## src/rtl/clock_pkg.sv

```systemverilog
// Shared constants for the clock timekeeping slice: field select codes,
// field limits and field widths.
package clock_pkg;

   // Field select encodings (o_sel)
   localparam logic [1:0] SEL_SS = 2'd0;
   localparam logic [1:0] SEL_MM = 2'd1;
   localparam logic [1:0] SEL_HH = 2'd2;
   localparam logic [1:0] SEL_PM = 2'd3;

   // Field limits
   localparam int unsigned MAX_SS    = 59;
   localparam int unsigned MAX_MM    = 59;
   localparam int unsigned MAX_HH_12 = 12;
   localparam int unsigned MAX_HH_24 = 23;

   // Field widths
   localparam int unsigned HH_W = 5;
   localparam int unsigned MS_W = 6;

endpackage

```

## src/rtl/clock_time_keeper_tick_prescaler.sv

```systemverilog
// tick_prescaler: free-running 0..CLK_HZ-1 counter with enable. The counter is
// held at zero while disabled, so re-enabling gives a full period before the
// next tick. o_tick is high for the single cycle in which the count wraps.
module tick_prescaler #(
   parameter int unsigned CLK_HZ = 12000000
) (
   input  logic i_clk,
   input  logic i_reset,
   input  logic i_en,
   output logic o_tick
);

   localparam int unsigned CNT_W = (CLK_HZ > 1) ? $clog2(CLK_HZ) : 1;
   localparam logic [CNT_W-1:0] TERM = CNT_W'(CLK_HZ - 1);

   logic [CNT_W-1:0] cnt_q;

   // Count while enabled, wrap at TERM, clear while disabled
   always_ff @(posedge i_clk) begin
      if (i_reset || !i_en) begin
         cnt_q <= '0;
      end else if (cnt_q == TERM) begin
         cnt_q <= '0;
      end else begin
         cnt_q <= cnt_q + 1'b1;
      end
   end

   assign o_tick = i_en && (cnt_q == TERM);

endmodule

```

## src/rtl/clock_time_keeper.sv

```systemverilog
// clock_time_keeper: 1 Hz timekeeping (hh:mm:ss, 12-hour with AM/PM) plus a
// button-driven edit mode. Define CLOCK_24H_EN to build a 24-hour clock
// (hours 0..23, o_pm held at 0, pm field not selectable).
module clock_time_keeper
   import clock_pkg::*;
#(
   parameter int unsigned CLK_HZ   = 12000000,
   parameter int unsigned RESET_HH = 12,
   parameter int unsigned RESET_MM = 0
) (
   input  logic            i_clk,
   input  logic            i_reset,
   input  logic            i_wr_pulse,
   input  logic            i_sel_inc_pulse,
   input  logic            i_sel_dec_pulse,
   input  logic            i_val_inc_pulse,
   input  logic            i_val_dec_pulse,
   output logic [HH_W-1:0] o_hh,
   output logic [MS_W-1:0] o_mm,
   output logic [MS_W-1:0] o_ss,
   output logic            o_pm,
   output logic            o_wr,
   output logic [1:0]      o_sel,
   output logic            o_hz,
   output logic            o_update
);

   localparam logic [MS_W-1:0] SS_MAX = MS_W'(MAX_SS);
   localparam logic [MS_W-1:0] MM_MAX = MS_W'(MAX_MM);
`ifdef CLOCK_24H_EN
   localparam logic [HH_W-1:0] HH_MIN = HH_W'(0);
   localparam logic [HH_W-1:0] HH_MAX = HH_W'(MAX_HH_24);
`else
   localparam logic [HH_W-1:0] HH_MIN = HH_W'(1);
   localparam logic [HH_W-1:0] HH_MAX = HH_W'(MAX_HH_12);
`endif

   logic [HH_W-1:0] hh_q, hh_d;
   logic [MS_W-1:0] mm_q, mm_d;
   logic [MS_W-1:0] ss_q, ss_d;
   logic            pm_q, pm_d;
   logic            wr_q, wr_d;
   logic [1:0]      sel_q, sel_d;
   logic [1:0]      sel_next, sel_prev;
   logic            chg_q, chg_d;
   logic            upd_q;
   logic            run_en;
   logic            hz;

   assign run_en = ~wr_q;

   tick_prescaler #(
      .CLK_HZ (CLK_HZ)
   ) u_prescaler (
      .i_clk   (i_clk),
      .i_reset (i_reset),
      .i_en    (run_en),
      .o_tick  (hz)
   );

   // Neighbouring field selections, skipping pm in the 24-hour build
   always_comb begin
`ifdef CLOCK_24H_EN
      sel_next = (sel_q == SEL_HH) ? SEL_SS : sel_q + 2'd1;
      sel_prev = (sel_q == SEL_SS) ? SEL_HH : sel_q - 2'd1;
`else
      sel_next = sel_q + 2'd1;
      sel_prev = sel_q - 2'd1;
`endif
   end

   // Next-state: mode toggle beats select beats value edit; ticks only in run
   always_comb begin
      hh_d  = hh_q;
      mm_d  = mm_q;
      ss_d  = ss_q;
      pm_d  = pm_q;
      wr_d  = wr_q;
      sel_d = sel_q;
      if (i_wr_pulse) begin
         wr_d = ~wr_q;
         if (!wr_q) begin
            sel_d = SEL_SS;
         end
      end else if (wr_q) begin
         if (i_sel_inc_pulse || i_sel_dec_pulse) begin
            // Opposing select pulses cancel; value pulses are dropped either way
            if (i_sel_inc_pulse && !i_sel_dec_pulse) begin
               sel_d = sel_next;
            end else if (i_sel_dec_pulse && !i_sel_inc_pulse) begin
               sel_d = sel_prev;
            end
         end else if (i_val_inc_pulse ^ i_val_dec_pulse) begin
            case (sel_q)
               SEL_SS: begin
                  if (i_val_inc_pulse) ss_d = (ss_q == SS_MAX) ? '0 : ss_q + 1'b1;
                  else                 ss_d = (ss_q == '0) ? SS_MAX : ss_q - 1'b1;
               end
               SEL_MM: begin
                  if (i_val_inc_pulse) mm_d = (mm_q == MM_MAX) ? '0 : mm_q + 1'b1;
                  else                 mm_d = (mm_q == '0) ? MM_MAX : mm_q - 1'b1;
               end
               SEL_HH: begin
                  if (i_val_inc_pulse) hh_d = (hh_q == HH_MAX) ? HH_MIN : hh_q + 1'b1;
                  else                 hh_d = (hh_q == HH_MIN) ? HH_MAX : hh_q - 1'b1;
               end
               default: begin
`ifndef CLOCK_24H_EN
                  pm_d = ~pm_q;
`endif
               end
            endcase
         end
      end else if (hz) begin
         if (ss_q == SS_MAX) begin
            ss_d = '0;
            if (mm_q == MM_MAX) begin
               mm_d = '0;
`ifdef CLOCK_24H_EN
               hh_d = (hh_q == HH_MAX) ? HH_MIN : hh_q + 1'b1;
`else
               // 11 -> 12 is the AM/PM boundary; 12 -> 1 is not
               if (hh_q == HH_W'(11)) begin
                  hh_d = HH_MAX;
                  pm_d = ~pm_q;
               end else if (hh_q == HH_MAX) begin
                  hh_d = HH_MIN;
               end else begin
                  hh_d = hh_q + 1'b1;
               end
`endif
            end else begin
               mm_d = mm_q + 1'b1;
            end
         end else begin
            ss_d = ss_q + 1'b1;
         end
      end
   end

   assign chg_d = ({hh_d, mm_d, ss_d, pm_d, wr_d, sel_d} !=
                   {hh_q, mm_q, ss_q, pm_q, wr_q, sel_q});

   // State registers; o_update trails a change by one extra cycle
   always_ff @(posedge i_clk) begin
      if (i_reset) begin
         hh_q  <= HH_W'(RESET_HH);
         mm_q  <= MS_W'(RESET_MM);
         ss_q  <= '0;
         pm_q  <= 1'b0;
         wr_q  <= 1'b0;
         sel_q <= SEL_SS;
         chg_q <= 1'b0;
         upd_q <= 1'b1;
      end else begin
         hh_q  <= hh_d;
         mm_q  <= mm_d;
         ss_q  <= ss_d;
         pm_q  <= pm_d;
         wr_q  <= wr_d;
         sel_q <= sel_d;
         chg_q <= chg_d;
         upd_q <= chg_q;
      end
   end

   assign o_hh     = hh_q;
   assign o_mm     = mm_q;
   assign o_ss     = ss_q;
   assign o_pm     = pm_q;
   assign o_wr     = wr_q;
   assign o_sel    = sel_q;
   assign o_hz     = hz;
   assign o_update = upd_q;

endmodule
```

## config.mk

```make
export PLATFORM = sky130hd
export DESIGN_NAME = clock_time_keeper
export DESIGN_NICKNAME = d
export VERILOG_FILES = /design/src/rtl/clock_pkg.sv /design/src/rtl/clock_time_keeper_tick_prescaler.sv /design/src/rtl/clock_time_keeper.sv
export SDC_FILE = /design/constraint.sdc
export NUM_CORES = 1
export LEC_CHECK = 0
export CORE_AREA = 2 2 114 72
export CTS_BUF_LIST = sky130_fd_sc_hd__clkbuf_8
export CTS_CLUSTER_SIZE = 14
export DETAILED_ROUTE_END_ITERATION = 10
export DIE_AREA = 0 0 116 74
export HOLD_SLACK_MARGIN = 0.02
export PLACE_DENSITY_LB_ADDON = 0.1
export SLEW_MARGIN = 0
export SYNTH_ARGS = -nofsm -noshare
export SYNTH_HDL_FRONTEND = slang
export SYNTH_SLANG_ARGS = --single-unit
```

## constraint.sdc

```tcl
create_clock -name i_clk -period 3.4 [get_ports i_clk]
set_input_delay 0.68 -clock i_clk [delete_from_list [all_inputs] [get_ports i_clk]]
set_output_delay 0.68 -clock i_clk [all_outputs]
set_load 0.05 [all_outputs]
```

[Word level (Yosys, flattened, before mapping)]
Index checks and enable logic that the tools add are counted.
Storage, ports and cells
  input bits: 7
  bits in registers: 47
  word-level logic and storage cells: 89
Cells by class
  $add $sub $neg: 9
  bitwise gates (word level): 3
  reduce and logical (&&, ||, !) cells: 12
  equal/unequal tests: 9
  multiplexer cells: 47
Operators by type and width (count)
  2-to-1 mux 6 bit: 19
  2-to-1 mux 5 bit: 12
  adder 24 x 1 -> 24 bit, second input constant: 1
  == test 24 bit, second input constant: 1
  != test 21 bit: 1
  adder 6 x 1 -> 6 bit, second input constant: 2
  == test 6 bit, second input constant: 2
  logical NOT 6 bit: 2
  2-to-1 mux 2 bit: 6
  subtractor 6 x 1 -> 6 bit, second input constant: 2
  == test 5 x 4 -> 1 bit, second input constant: 2
  2-to-1 mux 1 bit: 10
  adder 5 x 1 -> 5 bit, second input constant: 1
  == test 5 x 1 -> 1 bit, second input constant: 1
  subtractor 5 x 1 -> 5 bit, second input constant: 1
  logical AND 1 bit: 3
  OR reduction 3 bit: 1
  adder 2 x 1 -> 2 bit, second input constant: 1
  == test 2 x 1 -> 1 bit, second input constant: 1
  == test 2 bit, second input constant: 1
  logical NOT 1 bit: 2
  logical NOT 2 bit: 1
  logical OR 1 bit: 2
  inverter 1 bit: 2
  3 further kinds: 3

[Depth between registers and ports, before layout]
  depth after elaboration: 9
  mapped depth: 8

[By module]
Synthesis repeated with hierarchy kept, for this count alone.
Second synthesis, totals
  cells, all modules: 520
  area total of the unflattened synthesis: 3943.8 µm²
Modules (own cells, without submodules)
  clock_time_keeper: times used 1, cells an instance 389, area each 2735.1 µm²
  tick_prescaler: times used 1, cells an instance 131, area each 1208.7 µm²

[Least setup slack after synthesis]
OpenSTA, ideal clock, no wires.
  kind: register to output
  start: reg u_prescaler.cnt_q[13]
  end: out o_hz
  arrival time: 2106 ps
  required time: 2720 ps
  setup slack: 614 ps
  buffers on the path: 0
  cell stages (with the launch flop): 5
  path through: dfxtp_1 or4_4 nor4_4 nand2_2 nor2_1
On the way
  cells in the longest elaborated chain, start to end: 2
RTL lines
  start, declared: RTL line clock_time_keeper_tick_prescaler.sv:16  | logic [CNT_W-1:0] cnt_q;
  start signal, assigned: RTL line clock_time_keeper_tick_prescaler.sv:25  | cnt_q <= cnt_q + 1'b1;
  == test 24 bit: RTL line clock_time_keeper_tick_prescaler.sv:29  | assign o_tick = i_en && (cnt_q == TERM);
  logical AND 1 bit: RTL line clock_time_keeper_tick_prescaler.sv:29
  end, declared: RTL line clock_time_keeper.sv:24  | output logic o_hz,
No other way between the ends.

[Worst setup path after layout]
Same ends and word-level chain as after synthesis.

==> flow_metrics.tcl <==
set metrics [dict create \
    status "complete, no violations" \
    diodes 0 \
    period_share_pct 91.26 \
    final_nets 538 \
    start_kind "flip-flop" \
    overflow 0 \
    coreArea_sq_um 7570 \
    rsz0062_at_grt "no" \
    finalSetupTns_ps 0 \
    drtIter0Drc 490 \
    grt_max_degree 33 \
    fin_worst_skew_ps 13.11 \
    powerDensity_nw_per_um2 290.2 \
    clk_path_buf_depth 2 \
    cap_violations 0 \
    via_count 3909 \
    yosys-top-cells-area "dfxtp_1, nor2_1, ha_1" \
    io_buffer_count 29 \
    synth_edf_count 0 \
    grt_usage_pct 25.87 \
    gp_congestion 0.9519 \
    crit_start "u_prescaler.cnt_q[13]$_SDFF_PP0_" \
    intPower_w 0.0007953 \
    cp-end-kind "output port" \
    boundaryPins 30 \
    antenna_found_initial 0 \
    hpwl_um 7882 \
    rrSetupSlack_ps 580 \
    async_flop_share_pct 0 \
    initial_utilization_pct 48.26 \
    ir_worst_vdd_uv 245.7 \
    cp.arrival_ps 2420 \
    yosysTopAreaCell "dfxtp_1" \
    grt_pass1_wl_um 17380 \
    required_ps 2720 \
    worst_pin_slew_ps 784.7 \
    synth_top_area_share_pct 25.75 \
    cts_buffers 5 \
    ys_seq_elements 47 \
    critical_path_class "flip-flop to output port" \
    root_buffer "clkbuf_8" \
    final_common_cell "nor2_1" \
    n_fill_cell 739 \
    power_frac_clock_pct 31.0 \
    pwr-share-seq_pct 49.1 \
    p_leak_nw 1.442 \
    ant_nets 0 \
    die_w_um 116 \
    cts_resized 0 \
    combinationalPowerShare_pct 19.8 \
    endpoint "o_hz" \
    rows 25 \
    yosysSeqAreaShare_pct 25.75 \
    finalMaxSlewViolations 0 \
    cts_hold_buf 0 \
    hold_path.class "flip-flop to flip-flop" \
    cts.sinks 47 \
    hold_viol_final 0 \
    synth_cell_types 67 \
    wire_per_inst_um 17.43 \
    timing.final.crit_period_ps 3103 \
    synth.net_count 525 \
    r2r_start "o_ss[0]$_SDFF_PP0_" \
    post-cts-setup-buffers 0 \
    syn2layout_area_growth_pct 12.74 \
    drc_errors 0 \
    ys.warnings.count 0 \
    wl_um 10890 \
    avgSynthCellArea_sq_um 7.263 \
    cts_tree "yes" \
    p_sw_w 0.0003999 \
    final_cell_mix "nor2_1, dfxtp_1, nand2_1" \
    holdWs_ps 446.9 \
    drive_gt1_share_pct 6.576 \
    dieArea_sq_um 8584 \
    die_y_um 74 \
    clk_latency_ps 320 \
    rr_worst_depth 7 \
    slew_headroom_pct 47.56 \
    htree_levels 2 \
    synth_area_sq_um 3654 \
    grt_pass1_vias 3347 \
    synth_ff_type "dfxtp_1" \
    synthCells 503 \
    setup_viol 0 \
    vias_per_cell 6.254 \
    holdPathStages 1 \
    r2r-end "o_mm[2]$_SDFF_PP0_" \
    swShare_pct 33.46 \
    cp_max_fo 10 \
    clk_pin_slew_worst_paths_ps 100 \
    drtPass1Iterations 6 \
    fmax_mhz 322.3 \
]
==> through the flow <==
step	area [sq um]	total power, W	std cells	worst slack, ps	util (%)
after floorplan	3654	0.0007591	503	614.0	-
after global placement	4028	0.0008295	617	515.1	53.21
after detailed placement	4028	0.0008304	617	454.4	53.21
after CTS	4119	0.001203	625	298.3	54.41
after global routing	4119	0.001256	625	156.2	54.41
final	4119	0.001195	625	297.0	54.41
==> final cells by class <==
class	count	area, sq um	area share (%)
repair buffers	39	362.8	8.809
clock buffers	5	68.82	1.671
inverters	23	86.33	2.096
flip-flops and latches	47	940.9	22.84
clock inverters	3	22.52	0.5468
well taps	108	135.1	3.281
multi-input cells	400	2502	60.75
==> layer usage <==
| layer | track usage (%) | up-vias | share of wire, % |
|---|---|---|---|
| met3 | 5.134 | 10 | 9.5 |
| met5 | 0 | - | 0 |
| met4 | 4.762 | 0 | 0.86 |
| met2 | 35.54 | 193 | 39 |
| li1 | - | 1871 | - |
| met1 | 41.41 | 1835 | 50 |
==> how the worst min path moves through the flow <==
stage | slack [ps] | from | endpoint
floorplan | 390 | chg_q$_SDFF_PP0_ | o_update$_SDFF_PP1_
global placement | 420 | chg_q$_SDFF_PP0_ | o_update$_SDFF_PP1_
detailed placement | 430 | chg_q$_SDFF_PP0_ | o_update$_SDFF_PP1_
CTS | 450 | chg_q$_SDFF_PP0_ | o_update$_SDFF_PP1_
global route | 450 | chg_q$_SDFF_PP0_ | o_update$_SDFF_PP1_
finish | 450 | chg_q$_SDFF_PP0_ | o_update$_SDFF_PP1_
==> Yosys cell counts, types with 3 or more instances <==
library cell	number
ha_1	15
xnor2_1	9
a41oi_1	3
o21a_1	5
xor2_1	15
nor3_1	19
or3_1	5
a221oi_1	4
nand2_1	38
o211ai_1	5
dfxtp_1	47
nand3_1	29
nand4_1	16
and3_1	11
buf_1	4
a22oi_1	3
o32ai_1	3
inv_1	23
nor2_1	64
nor4_1	5
o21ai_0	30
o21bai_1	4
o31ai_1	6
nor2b_1	5
a31oi_1	11
o22ai_1	5
clkbuf_1	29
a211oi_1	8
a21oi_1	30
nand2b_1	4
==> registers in the layout (all words and copies together) (netlist names) <==
| signal | cells |
|---|---|
| u_prescaler.cnt_q | 24 |
| o_mm | 6 |
| o_ss | 6 |
| o_hh | 5 |
| o_sel | 2 |
| chg_q | 1 |
| o_pm | 1 |
| o_update | 1 |
| o_wr | 1 |
==> power groups by stage <==
| stage | clock, W | sequential (W) | combinational, W |
|---|---|---|---|
| CTS | 0.000385 | 0.000587 | 0.000232 |
| floorplan | 0 | 0.000616 | 0.000143 |
| detailed placement | 0 | 0.000600 | 0.000231 |
| global route | 0.000408 | 0.000591 | 0.000257 |
| global placement | 0 | 0.000599 | 0.000230 |
| finish | 0.000371 | 0.000587 | 0.000237 |
==> kinds of logic (layout without fill, tap and decap cells) <==
family | Yosys count | count (layout) | share of synthesized area [%]
flops | 47 | 47 | 25.75
fa+ha+maj | 15 | 15 | 5.137
compound gates | 144 | 144 | 27.06
buf+inv | 56 | 70 | 5.753
mux | 2 | 2 | 0.5480
xor+xnor | 24 | 24 | 5.754
simple gates | 215 | 215 | 30.00
==> worst max-delay path, stage by stage, from the launching register on <==
cell	delay, ps
dfxtp_1	380
or4_4	590
nor4_4	460
nand2_2	240
nor2_1	210
buf_4	230
(Power assumes the default switching activity.)
==> RTL edit, RTL diff (same settings) <==
`CLK_HZ` is set to 12000000 in 2 places; all go to 6000000.
--- a/src/rtl/clock_time_keeper_tick_prescaler.sv
+++ b/src/rtl/clock_time_keeper_tick_prescaler.sv
@@ -4,3 +4,3 @@
 module tick_prescaler #(
-   parameter int unsigned CLK_HZ = 12000000
+   parameter int unsigned CLK_HZ = 6000000
 ) (
--- a/src/rtl/clock_time_keeper.sv
+++ b/src/rtl/clock_time_keeper.sv
@@ -6,3 +6,3 @@
 #(
-   parameter int unsigned CLK_HZ   = 12000000,
+   parameter int unsigned CLK_HZ   = 6000000,
    parameter int unsigned RESET_HH = 12,
Behaviour: no difference found for any inputs over 4 cycles, from zero or initial values and one cycle with i_reset high; that may be too few to reach the edited logic, so the function may still have changed.
==> RTL edit against the original RTL <==
  * Wire length rose by 14%
  * Power grew 9.6%
  * Sequential share of layout area decreased by 2.0 points
  * Setup slack gained 0.073 ns
  * Sequential cell count fell by 1
  * Critical path depth grew 1
  * Cell count is 7.4% higher
  * Synthesized area increased by 4.4%
  * Die area unchanged
  * Register-to-register slack got worse by 0.12 ns
  * Fmax grew 2.4%
  * Sequential power down 1%
  * Final area increased by 7.5%
==> RTL edit: results (changes against the original RTL) <==
* Outcome: finished, final reports clean
* R2r setup slk at 0.46 ns (-0.12 ns)
* Vias at 4251 (+8.7%)
* Synth top cells by count: 73 x nor2_1, 46 x dfxtp_1, 44 x a21oi_1
* Switching power at 432.0 uW (+8.0%)
* Syn_nets at 555 (+5.7%)
* Number of global-route vias before repair at 3744 (+12%)
* Leak at 0.001598 uW (+11%)
* Slowest CP cell: or3_1
* Crit path max-delay family: simple AND/OR/NAND/NOR gates
* Pin count of the biggest net entering global routing at 33 (unchanged)
* Crit Path Max Fanout at 6 (-4)
* Worst vdd ir at 0.2019 mV (-18%)
* Area contributors post-synth: dfxtp_1 24%, nor2_1 7.2%, a21oi_1 5.8%, ha_1 4.9%, o21ai_0 4.5%
* Final #Nets at 584 (+8.6%)
* Avg Inst Size Synth at 7.155 sq um (-1.5%)
* Post-synth cell types at 69 (+3.0%)
* Reg2Reg Depth at 8 (+1)
* Dpl cell area at 4317 sq um (+7.2%)
* Least-Margin Pin Slew at 0.5116 ns (-0.2731 ns)
* DRT Pass-1 Iters at 5 (-1)
* HPWL Detailed at 9151 um (+16%)
* Final clock skew at 0.01296 ns (-0.0001500 ns)
* Inst Count DP at 663 (+7.5%)
* Share of cells above drive strength 1 at 0.08881 (+0.02305)
* GR Util All Layers at 0.3007 (+0.04200)
* Max reg flops at 23 (-4.2%)
* CP arrival at 2.35 ns (-0.07 ns)
* Slowest stage delay, CP at 0.49 ns (-0.10 ns)
* Sequential area share after synthesis at 0.2415 (-0.01606)
* Routability Congestion at 1.025 (+7.7%)
* 1st-iter DRT viols at 575 (+17%)
* Clock slew at reported path FFs at 0.10 ns (about the same)
* Average wire per standard cell at 18.49 um (+6.1%)
* Finished Layout Cells at 671 (+7.4%)
* First-pass GRT wire length at 20000 um (+15%)
* RR Endpoint: chg_q$_SDFF_PP0_
* DR WL met2 at 4734 um (+10%)
* Worst R2R Start: u_prescaler.cnt_q[7]$_SDFF_PP0_
* Metal1 wirelength at 5786 um (+5.8%)
* Routed length on met3 at 1638 um (+59%)
==> RTL edit: cell types whose count changed in the layout (fill, tap and decap cells not counted), moves of 4 or more <==
| cell | change |
|---|---|
| a211oi_1 | -4 |
| a21oi_1 | +14 |
| a21o_1 | +4 |
| nand4_1 | -8 |
| nor3_1 | -5 |
| buf_4 | +20 |
| o21ai_0 | +4 |
| nor2_1 | +9 |
==> RTL edit: worst max path at each step <==
stage / start / endpoint / slack, ns / cells after the start
floorplan: o_mm[0]$_SDFF_PP0_ / chg_q$_SDFF_PP0_ / 0.26 / 11
global placement: i_val_inc_pulse / chg_q$_SDFF_PP0_ / 0.20 / 10
detailed placement: i_sel_inc_pulse / chg_q$_SDFF_PP0_ / 0.11 / 9
CTS: u_prescaler.cnt_q[7]$_SDFF_PP0_ / o_hz / 0.39 / 6
global route: u_prescaler.cnt_q[7]$_SDFF_PP0_ / o_hz / 0.19 / 6
finish: u_prescaler.cnt_q[7]$_SDFF_PP0_ / o_hz / 0.37 / 6
==> RTL edit: area by class of cell <==
| cell class | instances | area [sq um] |
|---|---|---|
| Clock buffer | 5 | 68.82 |
| Timing Repair Buffer | 60 | 533.0 |
| Inverter | 22 | 82.58 |
| Sequential cell | 46 | 920.9 |
| Tap cell | 108 | 135.1 |
| Fill cell | 741 | 3143 |
| Clock inverter | 3 | 41.29 |
| Multi-Input combinational cell | 427 | 2645 |
==> RTL edit: layer usage <==
metal  global-route usage  up-vias
li1                     -     2009
met1               0.4693     1952
met2               0.3925      262
met3              0.08883       28
met4              0.08333        0
met5                    0        -
==> RTL edit: through the flow <==
stage	hold slack (ns)	util	setup slack, ns
finish	0.4714	0.5848	0.3704
global route	0.4647	0.5848	0.1900
CTS	0.4711	0.5848	0.3933
detailed placement	0.4294	0.5702	0.1148
global placement	0.4532	0.5702	0.1990
floorplan	0.3895	-	0.2630
==> RTL edit: cells by family (layout without fill, tap and decap cells) <==
| family | count (synthesis) | after routing | share of synthesized area |
|---|---|---|---|
| multiplexers | 4 | 4 | 0.01509 |
| AND/OR/NAND/NOR | 224 | 224 | 0.2936 |
| XOR/XNOR | 28 | 28 | 0.06430 |
| AO/OA/AOI/OAI | 156 | 156 | 0.2713 |
| flip-flops | 46 | 46 | 0.2415 |
| adder cells (fa/ha/maj) | 15 | 15 | 0.04921 |
| buffers and inverters | 60 | 90 | 0.06496 |
==> RTL edit: power by group through the flow <==
stage	Combinational, uW	Sequential, uW	Clock, uW
6_report	301	580	429
5_1_grt	327	583	455
4_1_cts	294	579	440
3_5_place_dp	293	592	0
3_3_place_gp	293	591	0
2_1_floorplan	171	617	0
